<file path="config.mk">
export PLATFORM = sky130hd
export DESIGN_NAME = prog_ram_loader
export DESIGN_NICKNAME = d
export VERILOG_FILES = /design/src/rtl/prog_ram_loader.sv
export SDC_FILE = /design/constraint.sdc
export NUM_CORES = 1
export LEC_CHECK = 0
export ABC_AREA = 1
export CORE_AREA = 2 2 126 128
export DETAILED_ROUTE_END_ITERATION = 12
export DIE_AREA = 0 0 128 130
export MAX_ROUTING_LAYER = met4
export PLACE_DENSITY_LB_ADDON = 0.15
export SKIP_LAST_GASP = 1
export SLEW_MARGIN = 20
export SYNTH_ARGS = -nofsm -noshare
export SYNTH_HDL_FRONTEND = slang
export SYNTH_SLANG_ARGS = --single-unit
</file>
<file path="constraint.sdc">
create_clock -name clk_i -period 2 [get_ports clk_i]
set_input_delay 0.3 -clock clk_i [delete_from_list [all_inputs] [get_ports clk_i]]
set_output_delay 0.3 -clock clk_i [all_outputs]
set_load 0.005 [all_outputs]
</file>
<file path="src/rtl/prog_ram_loader.sv">
`default_nettype none
// ============================================================================
// Module   : prog_ram_loader
// Purpose  : Loads a 16 x 8 program RAM from a byte stream. The stream is
//            16 program bytes in address order followed by one checksum byte.
//            The image is accepted only when the 8-bit sum of all 17 bytes is
//            zero. The CPU is held in reset while an image is in flight or
//            has been rejected.
// Ports    : clk_i          - single clock, rising edge
//            n_reset_i      - asynchronous active-low reset
//            load_start_i   - one-cycle request to begin a new image
//            in_valid_i     - in_data_i carries a valid byte
//            in_data_i[7:0] - image byte
//            in_ready_o     - loader accepts a byte this cycle
//            addr_i[3:0]    - CPU instruction-fetch address
//            data_o[7:0]    - instruction word at addr_i (combinational)
//            cpu_n_reset_o  - active-low CPU hold
//            busy_o         - loading or checking
//            done_o         - image accepted
//            err_o          - checksum mismatch
// Revision : 1.0 - initial release
// ============================================================================
module prog_ram_loader (
  input  logic       clk_i,
  input  logic       n_reset_i,
  input  logic       load_start_i,
  input  logic       in_valid_i,
  input  logic [7:0] in_data_i,
  output logic       in_ready_o,
  input  logic [3:0] addr_i,
  output logic [7:0] data_o,
  output logic       cpu_n_reset_o,
  output logic       busy_o,
  output logic       done_o,
  output logic       err_o
);

  localparam int unsigned DEPTH = 16;

  typedef enum logic [2:0] {
    S_IDLE  = 3'd0,
    S_LOAD  = 3'd1,
    S_CHECK = 3'd2,
    S_DONE  = 3'd3,
    S_ERR   = 3'd4
  } state_t;

  state_t     state_q, state_d;
  logic [3:0] wr_ptr_q, wr_ptr_d;
  logic [7:0] sum_q, sum_d;
  logic [7:0] mem_q [DEPTH];

  logic       w_busy;
  logic       w_xfer;
  logic       w_we;
  logic [7:0] w_sum_next;

  assign w_busy     = (state_q == S_LOAD) || (state_q == S_CHECK);
  assign w_xfer     = in_valid_i && w_busy;
  assign w_sum_next = sum_q + in_data_i;

  // Next-state logic. Bytes offered while not busy never form a transfer,
  // so they cannot disturb memory, sum or state.
  always_comb begin
    state_d  = state_q;
    wr_ptr_d = wr_ptr_q;
    sum_d    = sum_q;
    w_we     = 1'b0;
    case (state_q)
      S_IDLE, S_DONE, S_ERR: begin
        if (load_start_i) begin
          state_d  = S_LOAD;
          wr_ptr_d = 4'd0;
          sum_d    = 8'd0;
        end
      end
      S_LOAD: begin
        if (w_xfer) begin
          w_we     = 1'b1;
          sum_d    = w_sum_next;
          wr_ptr_d = wr_ptr_q + 4'd1;  // wraps to 0 after the last word
          if (wr_ptr_q == 4'd15) begin
            state_d = S_CHECK;
          end
        end
      end
      S_CHECK: begin
        // Checksum byte is only summed, never stored.
        if (w_xfer) begin
          state_d = (w_sum_next == 8'd0) ? S_DONE : S_ERR;
        end
      end
      default: state_d = S_IDLE;
    endcase
  end

  always_ff @(posedge clk_i or negedge n_reset_i) begin
    if (!n_reset_i) begin
      state_q  <= S_IDLE;
      wr_ptr_q <= 4'd0;
      sum_q    <= 8'd0;
    end else begin
      state_q  <= state_d;
      wr_ptr_q <= wr_ptr_d;
      sum_q    <= sum_d;
    end
  end

  // Memory is flop-based so that reset can clear every word, including any
  // partially written image.
  always_ff @(posedge clk_i or negedge n_reset_i) begin
    if (!n_reset_i) begin
      for (int i = 0; i < DEPTH; i++) begin
        mem_q[i] <= 8'h00;
      end
    end else if (w_we) begin
      mem_q[wr_ptr_q] <= in_data_i;
    end
  end

  assign data_o        = mem_q[addr_i];
  assign in_ready_o    = w_busy;
  assign busy_o        = w_busy;
  assign done_o        = (state_q == S_DONE);
  assign err_o         = (state_q == S_ERR);
  assign cpu_n_reset_o = !(w_busy || (state_q == S_ERR));

endmodule
`default_nettype wire

</file>
Word-level counts from Yosys, hierarchy flattened
Index checks and enable logic that the tools add are counted.
- add/subtract/negate cells: 2
- $lt $le $gt $ge: 3
- equal/unequal tests: 9
- mux-type cells: 20
- bitwise operators: 2
- reductions and logical operators: 11
- operators with widths (kind ; number):
    128-bit bitwise mux ; 1
    8-bit 2-to-1 mux ; 5
    8-bit binary-select mux with 4-bit select ; 1
    8-bit demux with 4-bit select ; 1
    8-bit one-hot mux with 2 select lines ; 1
    3-bit 2-to-1 mux ; 5
    5-bit >= comparator, second input constant ; 2
    4-bit NOT with 5-bit output ; 2
    3-bit one-hot mux with 3 select lines ; 1
    8-bit adder ; 1
    8-bit logical NOT ; 1
    4-bit 2-to-1 mux ; 2
    4-bit one-hot mux with 2 select lines ; 1
    3-bit by 2-bit equality test with 1-bit output, second input constant ; 2
    2-bit inequality test, second input constant ; 3
    5-bit by 1-bit < comparator with 1-bit output, second input constant ; 1
    4-bit by 1-bit adder with 4-bit output, second input constant ; 1
    4-bit equality test, second input constant ; 1
    4-bit AND reduction ; 1
    3-bit by 1-bit equality test with 1-bit output, second input constant ; 1
    3-bit equality test, second input constant ; 1
    3-bit logical NOT ; 1
    3-bit AND reduction ; 1
    3-bit OR reduction ; 1
    other kinds (6) ; 9
- register bits: 143
- input bits: 16
- output and inout port bits: 13

Longest topological paths before layout
- depth after elaboration: 6
- mapped depth: 12
- mapped depth without buffers: 12

Worst setup path before layout
Ideal clock, no wire load.
- path type: reg2reg
- start: reg sum_q[0]
- end: reg state_q[0]
- library setup time: 77 ps
- arrival: 1668 ps
- path slack: 255 ps
- cell stages (with the launch flop): 12
- buffers on the path: 0
- period minus slack after synthesis: 1745 ps
- cell sequence: dfrtp_1 > ha_1 > fa_1 > nand2_1 > nand2_1 > nand3_1 > nand2_1 > nand2_1 > nand2_1 > nor2_1 > nand3_1 > a21oi_1
- word-level cells in the longest chain between the ends: 5
- RTL lines (item ; RTL line ; source):
    start: declaration ; 50 ; logic [7:0] sum_q, sum_d;
    start signal: assignment ; 105 ; sum_q <= sum_d;
    8-bit adder ; 60 ; assign w_sum_next = sum_q + in_data_i;
    8-bit logical NOT ; 90 ; state_d = (w_sum_next == 8'd0) ? S_DONE : S_ERR;
    3-bit 2-to-1 mux ; 90 ;
    3-bit 2-to-1 mux ; 89 ; if (w_xfer) begin
    3-bit one-hot mux with 3 select lines ; 69 ; case (state_q)
    end signal: assignment ; 103 ; state_q <= state_d;
    end: declaration ; 48 ; state_t state_q, state_d;
Every way passes these cells. The select of a mux whose other input is x is not followed.
A chain may end at the register's enable or synchronous reset.

Final worst setup path
- start: reg state_q[2]
- end: out busy_o
- word-level cells in the longest chain between the ends: 2
- RTL lines (item ; RTL line ; source):
    3-bit by 1-bit equality test with 1-bit output / 3-bit by 2-bit equality test with 1-bit output (equally long branches) ; 58 ; assign w_busy = (state_q == S_LOAD) || (state_q == S_CHECK);
    1-bit logical OR * ; 58 ;
    end: declaration ; 33 ; output logic busy_o,
Mark *: on every way between the ends. The rest lies on a longest branch, timed or not.

==> metrics.md <==
| Metric | Value |
|---|---|
| Largest area contributor in the netlist | dfrtp_1 |
| DRC | 0 |
| Max Clk Rate | 510 MHz |
| Top-count cell post-synth | nand2_1 |
| Hpwl dp | 12.2 mm |
| Worst hold path type | input pin to async pin |
| Largest family of logic cells by synthesized area | compound AO/OA/AOI/OAI gates |
| Post-synthesis adder-cell area fraction | 2.23% |
| Initial core utilization | 45.8% |
| Die extent in x | 128 µm |
| R2R Path Start | sum_q[0] |
| Final setup skew | 0.00784 ns |
| CTS buffer count | 17 |
| Number of global-route vias before repair | 5587 |
| Largest net degree at the start of global routing | 53 |
| Clk Tree Root Cell | clkbuf_16 |
| Final WL | 18.2 mm |
| Crit share post-route | 98.0% |
| MaxCap Viol Count | 0 |
| Row count | 46 |
| CTS tree | yes |
| Final Cell Area | 8620 µm² |
| Syn Std Cell Area | 7060 µm² |
| Mapped Cells | 812 |
| YS warnings | 0 |
| CORE AREA | 15400 µm² |
| Peak VDD IR | 0.757 mV |
| Area Overhead vs Synth | 22.1% |
| Post-Syn Area per Cell | 8.70 µm² |
| Synth area leaders | dfrtp_1 (51%), o21ai_0 (12%), nand2_1 (9.6%) |
| Crit. End Element | output port |
| Worst Setup Start Kind | register |
| Vias per cell | 5.42 |
| Drt initial violations | 466 |
| Tmin final | 1.96 ns |
| Sink Count | 143 |
| Post-synth cell types | 29 |
| Fill count | 1418 |
| Placed Area | 7850 µm² |
| Lkg Pwr | 4.06 nW |
| Slew headroom | 67.2% |
| I/O Pins | 29 |
| Clock Tree Buf Depth | 2 |
| Dpl cells | 1038 |
| Worst-Margin Slew | 0.492 ns |
| Synth Area in Compound Gates | 19.5% |
| Result of the run | finished clean |
| Synth top area share | 50.7% |
| Buffers on Ports | 28 |
| Die area | 16600 µm² |
| Clk slew on worst S/H paths | 0.06 ns |
| Total track usage | 23.8% |
| First drt pass iteration count | 6 |
| Post-synth EDFFs | 0 |
| Final GP Congestion | 0.902 |
| Simple logic cell fraction of the synthesized area | 15.2% |
| Syn nets | 840 |
| First-pass GRT wire length | 29.3 mm |
| Top post-synthesis cells by count | nand2_1 (181), o21ai_0 (166), dfrtp_1 (143), inv_1 (74), a21oi_1 (40) |
| Clk Latency, worst-skew pair | 0.42 ns |
| Critical path type | register to output port |
| Synth Area in XOR/XNOR | 0.372% |
| Async S/R FF share, synth | 100% |
| Final Slew Violations | 0 |
| Share of cells above drive strength 1 | 16.5% |
| Mux contribution to synthesized area | 4.54% |
| Sequential-to-total area share from yosys stat | 50.7% |
| Final setup fails | 0 |
| PD cells | 1160 nW/µm² |
| Crit path DAT | 1.66 ns |
| Via count | 5855 |
| Critical path required time | 1.70 ns |
| Synth Register Bits | 143 |
| Post-route ant nets | 0 |
| H-tree Lvls | 4 |
| Die extent in y | 130 µm |
| Final layout net count | 904 |
| FF-to-FF setup slack | 0.10 ns |
| CP max FO | 4 |
| Setup tns final | 0 ns |
| Reg2reg path depth | 11 |
| Final Non-Filler Cells | 1081 |
| Global route overflow | 0 |
| Antenna Cells | 0 |
| R2R Path End | state_q[0] |
| Avg WL per Cell | 16.8 µm |
| Main synth FF type | dfrtp_1 |
| Initial antenna violation count | 0 |
| RSZ-0062 raised after global routing | true |
| Fin. Hold Viols | 0 |
| Final core utilization | 55.9% |
## cell usage in the layout (no fill, tap or decap), types with 2 or more instances in the layout
master and instances:
bufbuf_16 2, o21ai_1 23, o21ai_2 3, o21ai_0 153
a21oi_1 37, nand3_2 4, clkinv_2 5, dfrtp_1 142
dlygate4sd2_1 2, clkinv_4 3, buf_4 53, a22o_1 4
nor2_1 13, buf_12 8, nand4_1 2, clkbuf_16 17
clkinvlp_4 6, nand2_1 178, nand2_2 3, nand3_1 25
clkdlybuf4s15_1 3, clkdlybuf4s50_1 13, nor2_8 2, mux2i_2 5
xor2_1 2, clkbuf_2 2, o211ai_1 32, dlymetal6s2s_1 3
mux2i_1 26, buf_6 2, ha_1 10, nor2_2 4
inv_2 6, nand3_4 4, buf_2 2, nand2_4 5
inv_1 71, a21oi_2 3
## flip-flops by register name, summed over array words and instances (netlist names)
register  flops
mem_q       128
sum_q         8
wr_ptr_q      4
state_q       3
## how the worst max path moves through the flow
stage / from / to / cells after the start
final: state_q[2] / busy_o / 4
after global routing: mem_q[36] / data_o[4] / 6
after CTS: mem_q[36] / data_o[4] / 6
after detailed placement: addr_i[1] / data_o[4] / 7
after global placement: addr_i[1] / data_o[1] / 7
after floorplan: sum_q[0] / state_q[0] / 11
## logic make-up (layout without fill, tap and decap cells)
group                    after synthesis  in the layout
AO/OA/AOI/OAI                        256            256
adder cells (fa/ha/maj)               12             12
multiplexers                          32             32
AND/OR/NAND/NOR                      241            241
buffers and inverters                125            202
XOR/XNOR                               3              3
flip-flops                           143            143
## stage by stage
stage | setup slack, ns | power (mW) | hold slack (ns)
2_1_floorplan | 0.255 | 5.83 | 0.00441
3_3_place_gp | -0.496 | 6.81 | 0.139
3_5_place_dp | -0.514 | 6.91 | 0.136
4_1_cts | -0.151 | 9.89 | 0.257
5_1_grt | -0.0427 | 10.6 | 0.267
6_report | 0.0409 | 10.0 | 0.267
## where the power goes
part / switching, mW / total (mW) / leakage [nW] / internal, mW
sequential: 0.407 / 3.95 / 1.94 / 3.54
combinational: 1.84 / 3.19 / 1.87 / 1.35
clock: 1.25 / 2.86 / 0.249 / 1.61
## routing by layer
layer	vias up	global-route usage, %	share of wire [%]
met1	2848	30.1	46
li1	2845	-	-
met2	136	38.2	47
met4	0	7.56	2.0
met3	26	5.66	4.7
met5	-	-	0
## critical path, stage by stage, from the launching register on
cell and delay [ns]:
dfrtp_1 0.40, inv_2 0.11, nand3_2 0.13, nand2_4 0.10, clkdlybuf4s50_1 0.50
## layout make-up
class	instances	area, µm²	area share, %
multi-input combinational	544	3060	35.5
timing repair buffer	93	917	10.6
inverter	77	289	3.35
clock buffer	18	439	5.10
tap	192	240	2.79
sequential	143	3580	41.5
clock inverter	14	96.3	1.12
## what timing repair did
| item | 4_1_cts | 5_1_grt |
|---|---|---|
| hold buffers | 1 | 0 |
| endpoints found under the setup margin | 16 | 15 |
| gates cloned | 2 | 0 |
| resized for setup | 38 | 37 |
| pin swaps | 18 | 19 |
| hold endpoints to repair | 109 | 0 |
| buffers inserted | 3 | 5 |
(Power assumes the default switching activity.)
